[config.mk]
export PLATFORM = sky130hd
export DESIGN_NAME = pcie_msi_responder_flat
export DESIGN_NICKNAME = d
export VERILOG_FILES = /design/src/rtl/pcie_msi_pkg.sv /design/src/rtl/pcie_msi_responder_if.sv /design/src/rtl/pcie_msi_tlp_hdr.sv /design/src/rtl/pcie_msi_responder.sv /design/src/flat_wrapper.sv
export SDC_FILE = /design/constraint.sdc
export NUM_CORES = 1
export LEC_CHECK = 0
export ABC_AREA = 1
export BUFFER_PORTS_ARGS = -buffer_cell sky130_fd_sc_hd__buf_2
export CORE_AREA = 2 2 100 102
export CTS_BUF_LIST = sky130_fd_sc_hd__clkbuf_16
export CTS_CLUSTER_DIAMETER = 40
export DETAILED_ROUTE_END_ITERATION = 16
export DIE_AREA = 0 0 102 104
export PLACE_DENSITY = 0.94
export SYNTH_ARGS = -nofsm -noshare
export SYNTH_HDL_FRONTEND = slang
export SYNTH_SLANG_ARGS = --single-unit
[constraint.sdc]
create_clock -name clk -period 2.8 [get_ports clk]
set_input_delay 0.28 -clock clk [delete_from_list [all_inputs] [get_ports clk]]
set_output_delay 0.28 -clock clk [all_outputs]
set_load 0.01 [all_outputs]
[src/rtl/pcie_msi_pkg.sv]
// rtl/pcie_msi_pkg.sv - shared state encoding, TLP header constants and MSI vector helper
package pcie_msi_pkg;

  typedef enum logic [2:0] {
    IDLE, MSI_H01, MSI_H2, MSI_H3D, INT_H01, INT_H23, ACK, GAP
  } msi_state_t;

  localparam logic [2:0] FMT_3DW_D  = 3'b010;
  localparam logic [2:0] FMT_4DW_D  = 3'b011;
  localparam logic [2:0] FMT_4DW_ND = 3'b001;

  localparam logic [4:0] TYPE_MWR       = 5'b00000;
  localparam logic [4:0] TYPE_MSG_LOCAL = 5'b10100;

  localparam logic [7:0] MSG_ASSERT_INTA   = 8'h20;
  localparam logic [7:0] MSG_DEASSERT_INTA = 8'h24;

  // mme must already be clamped to the supported maximum by the caller
  function automatic logic [15:0] msi_vector(input logic [15:0] data,
                                             input logic [4:0]  num,
                                             input logic [2:0]  mme);
    logic [15:0] mask;
    mask = (16'h0001 << mme) - 16'h0001;
    return (data & ~mask) | ({11'h000, num} & mask);
  endfunction

endpackage

[src/rtl/pcie_msi_responder_if.sv]
// rtl/pcie_msi_responder_if.sv - 64-bit TLP source stream with valid/ready handshake
interface pcie_msi_responder_if;
  logic [63:0] tx_data;
  logic        tx_sop;
  logic        tx_eop;
  logic        tx_valid;
  logic        tx_ready;

  modport master (output tx_data, output tx_sop, output tx_eop, output tx_valid, input tx_ready);
  modport slave  (input tx_data, input tx_sop, input tx_eop, input tx_valid, output tx_ready);
endinterface

[src/rtl/pcie_msi_tlp_hdr.sv]
// rtl/pcie_msi_tlp_hdr.sv - combinational builder of MSI MemWr / INTx message header DWs
module pcie_msi_tlp_hdr
  import pcie_msi_pkg::*;
(
  input  logic        is_msi,
  input  logic [2:0]  tc,
  input  logic [15:0] req_id,
  input  logic [15:0] vector,
  input  logic [7:0]  msg_code,
  input  logic [63:0] addr,
  output logic [31:0] dw0,
  output logic [31:0] dw1,
  output logic [31:0] dw2,
  output logic [31:0] dw3,
  output logic [31:0] data_dw,
  output logic        is_4dw
);

  logic [31:0] addr_lo;

  always_comb begin
    addr_lo = addr[31:0] & 32'hFFFF_FFFC;
    data_dw = {16'h0000, vector};
    is_4dw  = is_msi && (addr[63:32] != 32'h0);
    dw0 = '0;
    dw1 = '0;
    dw2 = '0;
    dw3 = '0;
    if (is_msi) begin
      dw0 = {(is_4dw ? FMT_4DW_D : FMT_3DW_D), TYPE_MWR, 1'b0, tc, 10'h000, 10'd1};
      dw1 = {req_id, 8'h00, 4'h0, 4'hF};
      // 3DW form carries the data DW in the DW3 slot so beat 2 is always {dw3, dw2}
      dw2 = is_4dw ? addr[63:32] : addr_lo;
      dw3 = is_4dw ? addr_lo : data_dw;
    end else begin
      dw0 = {FMT_4DW_ND, TYPE_MSG_LOCAL, 1'b0, 3'b000, 10'h000, 10'd0};
      dw1 = {req_id, 8'h00, msg_code};
    end
  end

endmodule

[src/rtl/pcie_msi_responder.sv]
// rtl/pcie_msi_responder.sv - turns MSI requests and INTA level changes into TLPs on a 64-bit stream
module pcie_msi_responder
  import pcie_msi_pkg::*;
#(
  parameter int MSI_MAX_LOG2   = 3,
  parameter int TIMEOUT_CYCLES = 0
) (
  input  logic                        clk,
  input  logic                        reset,
  input  logic                        app_msi_req,
  input  logic [4:0]                  app_msi_num,
  input  logic [2:0]                  app_msi_tc,
  output logic                        app_msi_ack,
  input  logic                        app_int_sts,
  output logic                        app_int_ack,
  input  logic                        msi_enable,
  input  logic [2:0]                  msi_mme,
  input  logic [63:0]                 msi_addr,
  input  logic [15:0]                 msi_data,
  input  logic [15:0]                 requester_id,
  pcie_msi_responder_if.master        tx,
  output logic                        err_drop
);

  localparam logic [31:0] TIMEOUT = 32'(TIMEOUT_CYCLES);
  localparam logic [2:0]  MME_MAX = 3'(MSI_MAX_LOG2);

  msi_state_t  state, state_nxt;
  logic        int_last;
  logic        served_msi;
  logic [2:0]  lat_tc;
  logic [15:0] lat_id;
  logic [15:0] lat_vec;
  logic [7:0]  lat_code;
  logic [63:0] lat_addr;
  logic [31:0] wait_cnt;

  logic        int_go, msi_go, wait_on, drop_go;
  logic [2:0]  mme_eff;
  logic [31:0] dw0, dw1, dw2, dw3, data_dw;
  logic        is_4dw;

  // INTx wins only while MSI is disabled
  assign int_go  = (app_int_sts != int_last) && !msi_enable;
  assign msi_go  = app_msi_req && msi_enable;
  assign wait_on = app_msi_req && !msi_enable && !int_go;
  assign drop_go = wait_on && (TIMEOUT != 32'h0) && (wait_cnt == TIMEOUT);
  assign mme_eff = (msi_mme > MME_MAX) ? MME_MAX : msi_mme;

  pcie_msi_tlp_hdr u_hdr (
    .is_msi   (served_msi),
    .tc       (lat_tc),
    .req_id   (lat_id),
    .vector   (lat_vec),
    .msg_code (lat_code),
    .addr     (lat_addr),
    .dw0      (dw0),
    .dw1      (dw1),
    .dw2      (dw2),
    .dw3      (dw3),
    .data_dw  (data_dw),
    .is_4dw   (is_4dw)
  );

  always_ff @(posedge clk) begin
    if (reset) begin
      state      <= IDLE;
      int_last   <= 1'b0;
      served_msi <= 1'b0;
      lat_tc     <= '0;
      lat_id     <= '0;
      lat_vec    <= '0;
      lat_code   <= '0;
      lat_addr   <= '0;
      wait_cnt   <= '0;
      err_drop   <= 1'b0;
    end else begin
      state <= state_nxt;
      if (state == IDLE) begin
        if (int_go) begin
          int_last   <= app_int_sts;
          served_msi <= 1'b0;
          lat_id     <= requester_id;
          lat_code   <= app_int_sts ? MSG_ASSERT_INTA : MSG_DEASSERT_INTA;
        end else if (msi_go) begin
          served_msi <= 1'b1;
          lat_tc     <= app_msi_tc;
          lat_id     <= requester_id;
          lat_addr   <= msi_addr;
          lat_vec    <= msi_vector(msi_data, app_msi_num, mme_eff);
        end else if (drop_go) begin
          served_msi <= 1'b1;
          err_drop   <= 1'b1;
        end
        // an INTx message in front of a waiting request keeps its count
        if (wait_on && !drop_go && (TIMEOUT != 32'h0))
          wait_cnt <= wait_cnt + 32'd1;
        else if (!int_go)
          wait_cnt <= '0;
      end
    end
  end

  always_comb begin
    state_nxt   = state;
    tx.tx_valid = 1'b0;
    tx.tx_sop   = 1'b0;
    tx.tx_eop   = 1'b0;
    tx.tx_data  = '0;
    app_msi_ack = 1'b0;
    app_int_ack = 1'b0;
    case (state)
      IDLE: begin
        if (int_go)       state_nxt = INT_H01;
        else if (msi_go)  state_nxt = MSI_H01;
        else if (drop_go) state_nxt = ACK;
      end
      MSI_H01, INT_H01: begin
        tx.tx_valid = 1'b1;
        tx.tx_sop   = 1'b1;
        tx.tx_data  = {dw1, dw0};
        if (tx.tx_ready) state_nxt = (state == MSI_H01) ? MSI_H2 : INT_H23;
      end
      MSI_H2, INT_H23: begin
        tx.tx_valid = 1'b1;
        tx.tx_eop   = !is_4dw;
        tx.tx_data  = {dw3, dw2};
        if (tx.tx_ready) state_nxt = is_4dw ? MSI_H3D : ACK;
      end
      MSI_H3D: begin
        tx.tx_valid = 1'b1;
        tx.tx_eop   = 1'b1;
        tx.tx_data  = {32'h0, data_dw};
        if (tx.tx_ready) state_nxt = ACK;
      end
      ACK: begin
        app_msi_ack = served_msi;
        app_int_ack = !served_msi;
        state_nxt   = GAP;
      end
      default: state_nxt = IDLE;
    endcase
  end

endmodule
[src/flat_wrapper.sv]
// flat-port wrapper written by rule: the top's interface ports become plain ports
module pcie_msi_responder_flat import pcie_msi_pkg::*;
#(
  parameter int MSI_MAX_LOG2   = 3,
  parameter int TIMEOUT_CYCLES = 0
)
  (clk, reset, app_msi_req, app_msi_num, app_msi_tc, app_msi_ack, app_int_sts, app_int_ack, msi_enable, msi_mme, msi_addr, msi_data, requester_id, err_drop, tx_tx_data, tx_tx_sop, tx_tx_eop, tx_tx_valid, tx_tx_ready);
  pcie_msi_responder_if tx_i ();
  input  logic clk;
  input  logic reset;
  input  logic app_msi_req;
  input  logic [4:0] app_msi_num;
  input  logic [2:0] app_msi_tc;
  output logic app_msi_ack;
  input  logic app_int_sts;
  output logic app_int_ack;
  input  logic msi_enable;
  input  logic [2:0] msi_mme;
  input  logic [63:0] msi_addr;
  input  logic [15:0] msi_data;
  input  logic [15:0] requester_id;
  output logic err_drop;
  output wire logic [$bits(tx_i.tx_data)-1:0] tx_tx_data;
  output wire logic [$bits(tx_i.tx_sop)-1:0] tx_tx_sop;
  output wire logic [$bits(tx_i.tx_eop)-1:0] tx_tx_eop;
  output wire logic [$bits(tx_i.tx_valid)-1:0] tx_tx_valid;
  input wire logic [$bits(tx_i.tx_ready)-1:0] tx_tx_ready;
  assign tx_tx_data = tx_i.tx_data;
  assign tx_tx_sop = tx_i.tx_sop;
  assign tx_tx_eop = tx_i.tx_eop;
  assign tx_tx_valid = tx_i.tx_valid;
  assign tx_i.tx_ready = tx_tx_ready;
  pcie_msi_responder #(.MSI_MAX_LOG2(MSI_MAX_LOG2), .TIMEOUT_CYCLES(TIMEOUT_CYCLES)) u_core (.clk(clk), .reset(reset), .app_msi_req(app_msi_req), .app_msi_num(app_msi_num), .app_msi_tc(app_msi_tc), .app_msi_ack(app_msi_ack), .app_int_sts(app_int_sts), .app_int_ack(app_int_ack), .msi_enable(msi_enable), .msi_mme(msi_mme), .msi_addr(msi_addr), .msi_data(msi_data), .requester_id(requester_id), .tx(tx_i), .err_drop(err_drop));
endmodule
Word-level counts from Yosys, hierarchy flattened
Cells that the tools add are included.
W data, S select, Z words.
- bits in registers: 112
- latch bits: 0
- memory bits (writable): 0
- bits in read-only memories: 0
- input bits: 113
- output and inout port bits: 70
- memories kept: 0
- $add $sub $neg: 1
- multiply operators: 0
- divide/modulo/power cells: 0
- order comparisons: 1
- eq/ne operators: 11
- shifts and indexed selects: 1
- mux-type cells: 27
- bitwise logic cells: 5
- reduce and logical (&&, ||, !) cells: 16
- operators with widths (kind ; count):
    $pmux W64 S3 ; 1
    $mux W32 ; 4
    $mux W16 ; 2
    $reduce_bool A32 Y1 ; 1
    $mux W31 ; 1
    $mux W3 ; 9
    $and A16 B16 Y16 ; 1
    $and A5 B16 Y16 ; 1
    $not A16 Y16 ; 1
    $or A16 B16 Y16 ; 1
    $shl A1 B3 Y16 const A ; 1
    $sub A16 B1 Y16 const B ; 1
    $pmux W3 S5 ; 1
    $eq A3 B3 Y1 const B ; 3
    $mux W8 ; 1
    $mux W1 ; 7
    $eq A3 B2 Y1 const B ; 2
    $ne A2 B2 Y1 const B ; 3
    $reduce_or A5 Y1 ; 1
    $reduce_and A2 Y1 ; 2
    $reduce_and A4 Y1 ; 1
    $reduce_or A2 Y1 ; 2
    $eq A3 B1 Y1 const B ; 1
    $gt A3 B2 Y1 const B ; 1
    other kinds (9) ; 13

Logic depth before layout (Yosys ltp)
- depth after elaboration: 7
- gate-level depth with buffers: 10
- depth with buffers taken out: 9

By module
Synthesis repeated with hierarchy kept, for this count alone.
- cells, all modules: 1039
- area total of the unflattened synthesis: 6746.5 µm²
- by module, submodules not included (module ; times used ; cells an instance ; area each (µm²) ; sequential area each (µm²)):
    pcie_msi_responder ; 1 ; 698 ; 4885.9 ; 2122.0
    pcie_msi_tlp_hdr ; 1 ; 341 ; 1860.5 ; 0.0

Least setup slack after synthesis
OpenSTA, ideal clock, no wires.
- path kind: register to output
- from: register u_core.state[2]
- to: output tx_tx_data[0]
- data arrival time: 1.381 ns
- data required time: 2.520 ns
- path slack: 1.139 ns
- cell stages (with the launch flop): 9
- path buffers: 3
- cells stage by stage: dfxtp_1 buf_2 inv_1 nand3_1 nand2_1 nand3_1 buf_2 buf_2 o211ai_1
- longest elaborated chain between the ends: 3
- elaborated cells on any way between the ends: 8
- RTL lines (item ; line ; RTL):
    start: declaration ; pcie_msi_responder.sv:28 ; msi_state_t state, state_nxt;
    start signal: assignment ; pcie_msi_responder.sv:78 ; state <= state_nxt;
    $eq A3 B2 Y1, or another cell as far along ; pcie_msi_responder.sv:112 ; case (state)
    $reduce_or A2 Y1 ; pcie_msi_responder.sv:112 ;
    $pmux W64 S3 (*) ; pcie_msi_responder.sv:112 ;
    end: declaration ; flat_wrapper.sv:23 ; output wire logic [$bits(tx_i.tx_data)-1:0] tx_tx_data;
Every way passes the cells marked *; elsewhere a longest branch is shown, timed or not.

Final worst setup path
- from: register u_core.state[2]
- to: output tx_tx_data[29]
Same word-level chain as after synthesis.

==> flow_metrics.py <==
metrics = {
    "routing": {
        "drt_pass1_iterations": 5,
        "vias": 5113,
        "drt_iter0_drc": 259,
        "ant_nets": 0,
        "post_drt_via_cell_ratio": 5.14,
        "drcViolationCount": 0,
        "drt_wl_total_um": 14000,
        "wire_per_inst_um": 14.1,
    },
    "clocking": {
        "clk_pin_slew_worst_paths_ns": 0.07,
        "clock-sinks": 104,
        "post-cts-setup-buffer-count": 0,
        "post_cts_resized": 0,
        "clockBufferDepth": 2,
        "cts_made_buffers": 9,
        "ctsHoldBuffers": 0,
        "cts_tree": "done",
        "cts_max_level": 3,
        "clockRootBuffer": "clkbuf_16",
        "worstSkewPairLatency_ns": 0.34,
    },
    "yosys": {
        "netlist_instances": 702,
        "async_reset_ff_share_pct": 0,
        "synth_area_per_cell_um2": 6.98,
        "synth-seq-area-share_pct": 42.5,
        "synth_edf_count": 0,
        "synth_ff_type": "dfxtp_1",
        "synth.area.top_cells": "dfxtp_1 42%, o21ai_0 11%, nand2_1 8.0%, nor2_1 7.9%, a21oi_1 7.0%",
        "synth_common_cells": "112 x o21ai_0, 104 x dfxtp_1, 104 x nand2_1",
        "synth_warnings": 0,
        "ys_types": 30,
        "synth_most_common_cell": "o21ai_0",
        "yosys.area.top_type": "dfxtp_1",
        "synth_top_family_by_area": "compound AO/OA/AOI/OAI gates",
        "synthAdderAreaFrac_pct": 0.510,
        "synth_xor_area_share_pct": 0.179,
        "mappedNetlistArea_um2": 4900,
        "synth_seq_cells": 104,
        "synthMuxAreaShare_pct": 0,
        "synth_top_area_share_pct": 42.5,
        "synth_compound_area_share_pct": 24.7,
        "synth-simple-area-share_pct": 20.9,
    },
    "sta": {
        "fin_tns_setup_ns": 0,
        "setup_violations": 0,
        "holdWs_ns": 0.163,
        "maxSlewViolCount": 0,
        "hold_viol": 0,
        "max_slew_margin_pct": 48.7,
        "setup_ws_ns": 0.199,
        "period_needed_ns": 2.60,
        "rsz0062_at_grt": "false",
        "clock_skew_ns": 0.00942,
        "clock.fmax_mhz": 385,
        "fin_crit_sh_pct": 92.9,
        "tightest_slew_ns": 0.765,
    },
    "run_status": {
        "outcome": "finished clean",
    },
    "global_routing": {
        "antenna_found_initial": 0,
        "grt_pass1_wl_um": 22700,
        "top_usage_layer": "met2",
        "grt_max_degree": 78,
        "overflow": 0,
        "grt_pass1_vias": 4856,
        "grt_use_total_pct": 26.7,
        "use_met1_pct": 34.9,
        "grt_use_met3_pct": 4.84,
        "use_met2_pct": 43.8,
    },
    "final_layout": {
        "syn2layout_area_growth_pct": 24.6,
        "instances_no_fill": 994,
        "nNetsFinal": 970,
        "layout-drive-gt1-share_pct": 25.8,
        "utilization_pct": 64.0,
    },
    "place": {
        "hpwl_um": 9890,
        "gp_congestion": 0.879,
        "port_buffers": 177,
        "dpl.cell_count": 977,
        "dp_slack_ns": 0.656,
    },
    "floorplan": {
        "die_area_um2": 10600,
        "die_h_um": 104,
        "start_util_pct": 51.3,
        "num_io_pins": 183,
        "coreArea_um2": 9550,
        "die_w_um": 102,
        "num_rows": 36,
    },
    "critical_path": {
        "crit_type": "reg -> out",
        "cp.required_ns": 2.52,
        "arrival_ns": 2.32,
        "rr_startpoint": "u_core.state[1]$_SDFFE_PP0P_",
        "cp_top_family": "buffers and inverters",
        "path_buf_inv": 2,
        "r2r_end": "u_core.lat_addr[32]$_SDFFE_PP0P_",
        "crit_chain": "nand3_1 -> nand2_1 -> nand3_2 -> inv_1 -> nand2_1 -> o211ai_1 -> buf_2",
        "crit_path_max_incr_delay_ns": 0.59,
        "ff2ff_setup_slack_ns": 0.74,
        "cp_max_fo": 16,
        "r2r_cells": 9,
        "slowest_stage": "dfxtp_1",
        "crit_path_end": "tx_tx_data[29]",
        "setup.worst_path.start_class": "flip-flop",
        "crit_start": "u_core.state[2]$_SDFFE_PP0P_",
        "cp_common_cell": "nand2_1",
        "end_kind": "primary output",
        "cp.depth": 7,
    },
    "power": {
        "power_density_nw_per_um2": 839,
        "peakVddDrop_uv": 378,
        "power.leakage_nw": 2.81,
    },
    "worst_hold_path": {
        "hp-class": "in -> reg",
    },
    "flow_run": {
        "maxCapViolCount": 0,
    },
}
-- placed cells by master (no fill, tap or decap) --
| master | Yosys | routed |
|---|---|---|
| nand3_2 | 0 | 1 |
| bufinv_16 | 0 | 1 |
| inv_1 | 75 | 74 |
| o211ai_1 | 11 | 11 |
| nand2_4 | 1 | 1 |
| inv_4 | 1 | 1 |
| clkinv_2 | 0 | 2 |
| buf_4 | 2 | 8 |
| o21ai_1 | 1 | 1 |
| nor3_1 | 2 | 2 |
| xnor2_1 | 1 | 1 |
| nand4_1 | 1 | 1 |
| clkinvlp_4 | 0 | 2 |
| nand3_1 | 29 | 28 |
| dfxtp_1 | 104 | 104 |
| buf_2 | 21 | 177 |
| inv_6 | 0 | 3 |
| diode_2 | 0 | 1 |
| a211oi_2 | 5 | 5 |
| o21ai_2 | 1 | 1 |
| o22ai_1 | 21 | 21 |
| inv_2 | 5 | 5 |
| nor2_4 | 2 | 2 |
| nor3_2 | 1 | 1 |
| buf_12 | 0 | 1 |
| o31ai_1 | 1 | 1 |
| a31oi_1 | 1 | 1 |
| conb_1 | 2 | 3 |
| clkbuf_16 | 0 | 9 |
| nor2_1 | 103 | 103 |
| nand2_1 | 104 | 104 |
| a21oi_1 | 69 | 69 |
| ha_1 | 2 | 2 |
| o21ai_0 | 112 | 112 |
| nor2_8 | 2 | 2 |
-- flip-flops by register name (all words and copies together) (netlist names) --
register,flops
u_core.int_last,1
u_core.lat_addr,62
u_core.lat_code,2
u_core.lat_id,16
u_core.lat_tc,3
u_core.lat_vec,16
u_core.served_msi,1
u_core.state,3
-- tightest hold or removal path, stage by stage --
cell,delay [ns]
buf_2,0.08
nor2_1,0.03
nor2_1,0.08
-- final cells by class --
class	instances	area (um2)
Timing Repair Buffer	186	966
Tap cell	133	166
Multi-Input combinational cell	473	2280
Antenna cell	1	2.50
Clock inverter	7	76.3
Fill cell	869	3440
Inverter	81	308
Sequential cell	104	2080
Clock buffer	9	225
-- stage by stage --
stage | cell area (um2) | total power [mW]
2_1_floorplan | 4910 | 3.35
3_3_place_gp | 5800 | 3.81
3_5_place_dp | 5800 | 3.87
4_1_cts | 6110 | 5.14
5_1_grt | 6110 | 5.50
6_report | 6110 | 5.13
-- worst min path at each step --
stage | from | to | slack, ns | depth (start not counted)
after floorplan | reset | u_core.lat_vec[15]$_SDFFE_PP0P_ | 0.35 | 1
after global routing | msi_addr[42] | u_core.lat_addr[42]$_SDFFE_PP0P_ | 0.17 | 3
final | msi_addr[2] | u_core.lat_addr[2]$_SDFFE_PP0P_ | 0.16 | 3
after detailed placement | u_core.lat_addr[22]$_SDFFE_PP0P_ | u_core.lat_addr[22]$_SDFFE_PP0P_ | 0.46 | 2
after CTS | msi_addr[2] | u_core.lat_addr[2]$_SDFFE_PP0P_ | 0.16 | 3
after global placement | u_core.lat_addr[22]$_SDFFE_PP0P_ | u_core.lat_addr[22]$_SDFFE_PP0P_ | 0.45 | 2
-- routing by layer --
metal	wire length (um)	up-vias
met2	6630	226
met5	0	-
met1	6010	2256
met4	303	0
met3	1080	28
li1	-	2603
-- where the power goes --
group / switching (mW) / internal, mW / total, mW / leakage [nW]
Combinational: 1.19 / 0.606 / 1.79 / 1.81
Clock: 0.566 / 0.701 / 1.27 / 0.143
Sequential: 0.225 / 1.84 / 2.07 / 0.856
Total: 1.98 / 3.15 / 5.13 / 2.81
-- cells by family (layout without fill, tap and decap cells) --
group | count (synthesis) | after routing
fa+ha+maj | 2 | 2
xor+xnor | 1 | 1
buf+inv | 126 | 283
simple gates | 245 | 245
flops | 104 | 104
other cells | 2 | 4
compound gates | 222 | 222
No activity file was read; power rests on OpenSTA's default activity.
